--- src/rtl/wire_sampler_if.sv ---
// Handshake bundle between the wire sampler and its producer/consumer.
// master drives w/start/ready; slave (the sampler) returns the captured frame and status.
interface wire_sampler_if #(
    parameter int NBITS = 8
);
    logic             w;
    logic             start;
    logic             ready;
    logic [NBITS-1:0] data;
    logic             valid;
    logic             busy;
    logic [3:0]       z_cnt;
    logic             x_err;

    modport master (
        output w, start, ready,
        input  data, valid, busy, z_cnt, x_err
    );

    modport slave (
        input  w, start, ready,
        output data, valid, busy, z_cnt, x_err
    );
endinterface

--- src/rtl/wire_sampler.sv ---
// Captures NBITS samples of a shared tri-state wire after a settle delay, MSB first.
// Optional Z/X classification is compiled in by defining WIRE_SAMPLER_ZX_DETECT_EN.
//
// state  | meaning
// -------+-----------------------------------------------------------
// IDLE   | waiting for start; outputs from the last frame cleared on start
// SETTLE | SETTLE_CYC cycles for the gate stage to drive w; w ignored
// SHIFT  | one sample per edge shifted into data, NBITS edges total
// DONE   | frame held with valid=1 until ready
module wire_sampler #(
    parameter int SETTLE_CYC = 2,
    parameter int NBITS      = 8
) (
    input  logic           clk,
    input  logic           rst,
    wire_sampler_if.slave  bus
);
    typedef enum logic [1:0] {IDLE, SETTLE, SHIFT, DONE} state_t;

    localparam logic [3:0] SETTLE_LOAD = 4'((SETTLE_CYC > 0) ? (SETTLE_CYC - 1) : 0);
    localparam logic [3:0] BIT_LOAD    = 4'(NBITS - 1);

    state_t           state;
    logic [3:0]       settle_cnt;
    logic [3:0]       bit_cnt;
    logic [NBITS-1:0] data_q;
    logic             valid_q;
    logic             busy_q;
    logic             s;

    // Only a solid 1 counts as 1; Z and X both land in data as 0.
    assign s = (bus.w === 1'b1);

    always_ff @(posedge clk or posedge rst) begin
        if (rst) begin
            state      <= IDLE;
            settle_cnt <= '0;
            bit_cnt    <= '0;
            data_q     <= '0;
            valid_q    <= 1'b0;
            busy_q     <= 1'b0;
        end else begin
            case (state)
                IDLE: begin
                    if (bus.start) begin
                        data_q <= '0;
                        busy_q <= 1'b1;
                        if (SETTLE_CYC > 0) begin
                            state      <= SETTLE;
                            settle_cnt <= SETTLE_LOAD;
                            bit_cnt    <= '0;
                        end else begin
                            state   <= SHIFT;
                            bit_cnt <= BIT_LOAD;
                        end
                    end
                end
                SETTLE: begin
                    if (settle_cnt == 4'd0) begin
                        state   <= SHIFT;
                        bit_cnt <= BIT_LOAD;
                    end else begin
                        settle_cnt <= settle_cnt - 4'd1;
                    end
                end
                SHIFT: begin
                    data_q <= {data_q[NBITS-2:0], s};
                    if (bit_cnt == 4'd0) begin
                        state   <= DONE;
                        valid_q <= 1'b1;
                    end else begin
                        bit_cnt <= bit_cnt - 4'd1;
                    end
                end
                DONE: begin
                    if (bus.ready) begin
                        state   <= IDLE;
                        valid_q <= 1'b0;
                        busy_q  <= 1'b0;
                    end
                end
                default: begin
                    state   <= IDLE;
                    valid_q <= 1'b0;
                    busy_q  <= 1'b0;
                end
            endcase
        end
    end

    assign bus.data  = data_q;
    assign bus.valid = valid_q;
    assign bus.busy  = busy_q;

`ifdef WIRE_SAMPLER_ZX_DETECT_EN
    logic [3:0] z_cnt_q;
    logic       x_err_q;
    logic       is_z;
    logic       is_x;

    assign is_z = (bus.w === 1'bz);
    assign is_x = (bus.w === 1'bx);

    always_ff @(posedge clk or posedge rst) begin
        if (rst) begin
            z_cnt_q <= '0;
            x_err_q <= 1'b0;
        end else if (state == IDLE && bus.start) begin
            z_cnt_q <= '0;
            x_err_q <= 1'b0;
        end else if (state == SHIFT) begin
            if (is_z && z_cnt_q != 4'd15)
                z_cnt_q <= z_cnt_q + 4'd1;
            if (is_x)
                x_err_q <= 1'b1;
        end
    end

    assign bus.z_cnt = z_cnt_q;
    assign bus.x_err = x_err_q;
`else
    assign bus.z_cnt = 4'd0;
    assign bus.x_err = 1'b0;
`endif
endmodule

--- src/flat_wrapper.sv ---
// flat-port wrapper written by rule: the top's interface ports become plain ports
module wire_sampler_flat 
#(
    parameter int SETTLE_CYC = 2,
    parameter int NBITS      = 8
)
  (clk, rst, bus_w, bus_start, bus_ready, bus_data, bus_valid, bus_busy, bus_z_cnt, bus_x_err);
  wire_sampler_if #(.NBITS(NBITS)) bus_i ();
  input  logic clk;
  input  logic rst;
  input wire logic [$bits(bus_i.w)-1:0] bus_w;
  input wire logic [$bits(bus_i.start)-1:0] bus_start;
  input wire logic [$bits(bus_i.ready)-1:0] bus_ready;
  output wire logic [$bits(bus_i.data)-1:0] bus_data;
  output wire logic [$bits(bus_i.valid)-1:0] bus_valid;
  output wire logic [$bits(bus_i.busy)-1:0] bus_busy;
  output wire logic [$bits(bus_i.z_cnt)-1:0] bus_z_cnt;
  output wire logic [$bits(bus_i.x_err)-1:0] bus_x_err;
  assign bus_i.w = bus_w;
  assign bus_i.start = bus_start;
  assign bus_i.ready = bus_ready;
  assign bus_data = bus_i.data;
  assign bus_valid = bus_i.valid;
  assign bus_busy = bus_i.busy;
  assign bus_z_cnt = bus_i.z_cnt;
  assign bus_x_err = bus_i.x_err;
  wire_sampler #(.SETTLE_CYC(SETTLE_CYC), .NBITS(NBITS)) u_core (.clk(clk), .rst(rst), .bus(bus_i));
endmodule
--- config.mk ---
export PLATFORM = sky130hd
export DESIGN_NAME = wire_sampler_flat
export DESIGN_NICKNAME = d
export VERILOG_FILES = /design/src/rtl/wire_sampler_if.sv /design/src/rtl/wire_sampler.sv /design/src/flat_wrapper.sv
export SDC_FILE = /design/constraint.sdc
export NUM_CORES = 1
export LEC_CHECK = 0
export BUFFER_PORTS_ARGS = -buffer_cell sky130_fd_sc_hd__buf_4
export CORE_AREA = 2 2 65 67
export CTS_CLUSTER_SIZE = 24
export DETAILED_ROUTE_END_ITERATION = 10
export DIE_AREA = 0 0 67 69
export HOLD_SLACK_MARGIN = 0.03
export SLEW_MARGIN = 0
export SYNTH_ARGS = -nofsm -noshare
export SYNTH_HDL_FRONTEND = slang
export SYNTH_SLANG_ARGS = --single-unit
--- constraint.sdc ---
create_clock -name clk -period 3.55 [get_ports clk]
set_clock_uncertainty 0.2 [all_clocks]
set_input_delay 0.355 -clock clk [delete_from_list [all_inputs] [get_ports clk]]
set_output_delay 0.355 -clock clk [all_outputs]
set_load 0.05 [all_outputs]
==> results.py <==
metrics = {
    "logic_synthesis": {
        "synthCells": 103,
        "synth.most_common_cell": "dfrtp_1",
        "syn_area_um2": 1120,
        "synth_edf_count": 0,
        "synth_warnings": 0,
        "synth_compound_area_frac": 0.1620,
        "synthFlopType": "dfrtp_1",
        "synth_top_area_cell": "dfrtp_1",
        "synth_top_area_share": 0.4469,
        "synthArstFlopShare": 1.000,
        "yosys.area_share.simple": 0.1330,
        "muxShareOfSynthArea": 0.07263,
        "synthAdderAreaFrac": 0.07821,
        "synth-seq-cells": 20,
        "yosys-top-cells-count": "dfrtp_1, a22o_1, inv_1",
        "syn_avg_cell_area_um2": 10.87,
        "synth-xor-area-share": 0.01564,
        "synth_top_family_by_area": "compound AO/OA/AOI/OAI gates",
        "ys_types": 34,
        "synth.area.top_cells": "dfrtp_1, a22o_1, ha_1, buf_4, mux2i_1",
        "seq_area_frac_synth": 0.4469,
    },
    "global_route": {
        "grt_max_degree": 21,
        "grt_use_met1": 0.1346,
        "use_met3": 0.01958,
        "grt_use_total": 0.09737,
        "grt_pass1_vias": 784,
        "grt-ovfl-total": 0,
        "use_met2": 0.1529,
        "top_usage_layer": "met2",
        "grt_pass1_wl_mm": 3.615,
        "antenna_found_initial": 0,
    },
    "cells_and_area": {
        "drive_above_1_share": 0.2174,
        "num_antenna_cells": 0,
        "layout.nets": 128,
        "nFillCells": 415,
        "area_growth_pct": 16.54,
    },
    "sta": {
        "rsz0062_at_grt": "no",
        "setup_slack_ns": 1.410,
        "relSlewSlack": 0.4980,
        "tns_ns": 0,
        "timing.hold.ws_ns": 0.02356,
        "setup_violations": 0,
        "worst_pin_slew_ns": 0.7522,
        "finalHoldViolations": 0,
        "period_minus_slack_ns": 2.140,
        "slew_violations": 0,
        "period_share": 0.6027,
        "timing.fmax_mhz": 467.4,
    },
    "floorplanning": {
        "core_area_um2": 3914,
        "die_w_um": 67,
        "num_rows": 23,
        "start_util": 0.2861,
        "die_h_um": 69,
        "ios": 20,
        "dieArea_um2": 4623,
    },
    "placement": {
        "place_ws_ns": 1.449,
        "finalWeightedCongestion": 0.6717,
        "port-buffer-count": 14,
        "dpl.hpwl_mm": 1.524,
    },
    "clocking": {
        "clock_sinks": 20,
        "postCtsSetupBuffers": 0,
        "path_clk_slew_ns": 0.08,
        "clk_latency_ns": 0.26,
        "cts.path.max_buffers": 2,
        "htreeDepth": 1,
        "post_cts_resized": 0,
        "cts_tree": "done",
        "cts_hold_buffers": 0,
        "cts_made_buffers": 3,
        "cts_root_buffer": "clkbuf_8",
    },
    "setup_path": {
        "cp-end-kind": "flop",
        "cp_data_arrival_time_ns": 2.09,
        "crit_type": "reg -> reg",
        "critPathMaxFanout": 9,
        "cp.required_ns": 3.50,
        "crit_path_start_kind": "flop",
    },
    "route": {
        "drt_iter0_markers": 23,
        "wl_per_cell_um": 12.18,
        "drc": 0,
        "vias": 766,
        "detail-route-antenna-nets": 0,
        "drt_wl_total_mm": 2.009,
        "drt-pass1-iter-count": 4,
        "drt-vias-per-instance": 4.642,
    },
    "status": {
        "status": "completed",
    },
    "flow_run": {
        "cap_violations": 0,
    },
    "power_and_ir_drop": {
        "p_per_area_nw_per_um2": 1083,
        "p_leak_nw": 0.6456,
        "max-vdd-ir-drop_mv": 0.4488,
    },
    "min_path": {
        "hp-class": "in -> async",
    },
}
routing by layer:
metal | wire, um | up-vias
met5 | 0 | -
met4 | 16 | 0
met3 | 54 | 2
met2 | 1010 | 9
met1 | 928 | 380
li1 | - | 375
final timing paths:
path | slack (ns) | start | to | cells past startpoint
min | 0.02 | rst | u_core.bus.data[3] | 2
min reg2reg | 0.30 | u_core.bus.data[7] | u_core.bus.data[7] | 1
min in group clk | 0.13 | bus_w | u_core.bus.data[0] | 2
max in group asynchronous | 2.65 | rst | u_core.bus.busy | 2
max reg2reg | 1.41 | u_core.state[0] | u_core.state[1] | 6
max | 1.41 | u_core.state[0] | u_core.state[1] | 6
logic make-up after synthesis:
group	count (synthesis)
AOI/OAI and AO/OA	25
xor gates and xnor gates	2
adders and majority gates	7
buffers and inverters	18
DFF	20
muxes	7
other	1
and+or+nand+nor	23
registers in the layout, summed over array words and instances, names as in the netlist:
| register | count |
|---|---|
| u_core.settle_cnt | 4 |
| u_core.bus.valid | 1 |
| u_core.state | 2 |
| u_core.bit_cnt | 4 |
| u_core.bus.busy | 1 |
| u_core.bus.data | 8 |
through the flow:
stage / utilization / instance area, um^2 / total power [W] / cells
global route: 0.3334 / 1305 / 0.001520 / 165
detailed placement: 0.3152 / 1234 / 0.001195 / 161
CTS: 0.3334 / 1305 / 0.001426 / 165
global placement: 0.3152 / 1234 / 0.001166 / 161
floorplan: - / 1135 / 0.001033 / 107
finish: 0.3334 / 1305 / 0.001413 / 165
placed cells by master, fill, tap and decap left out, drive strengths merged:
| master | n |
|---|---|
| a22o | 12 |
| o21ai | 5 |
| nand3 | 4 |
| mux2 | 3 |
| nor2 | 2 |
| ha | 7 |
| nand2b | 2 |
| buf | 14 |
| nand2 | 4 |
| or3 | 1 |
| o22ai | 1 |
| conb | 5 |
| mux2i | 4 |
| and3 | 1 |
| and2 | 1 |
| nor3b | 1 |
| dfrtp | 20 |
| nor2b | 3 |
| or3b | 1 |
| clkbuf | 3 |
| bufinv | 1 |
| a22oi | 1 |
| nor3 | 2 |
| xor2 | 2 |
| nand4 | 1 |
| inv | 8 |
| a32oi | 1 |
| a21boi | 1 |
| a21oi | 4 |
worst max-delay path, cell delays in order, from the launching register on:
cell	delay (ns)
dfrtp_1	0.39
inv_1	0.09
ha_1	0.26
nand2b_1	0.29
a21boi_1	0.34
nand3_1	0.16
mux2_2	0.29
power breakdown:
part / switching, W / internal [W]
Clock: 0.0000781 / 0.000151
Combinational: 0.000483 / 0.000314
Sequential: 0.0000707 / 0.000316
Total: 0.000632 / 0.000781
cell type report:
class                      instances  area [um^2]  share of cell area
multi-input combinational         69        535.5              0.4104
sequential                        20        500.5              0.3835
timing repair buffer              14        105.1             0.08054
tap                               50        62.56             0.04794
clock buffer                       3        41.29             0.03164
clock inverter                     1        30.03             0.02301
inverter                           8        30.03             0.02301
(Power assumes the default switching activity.)
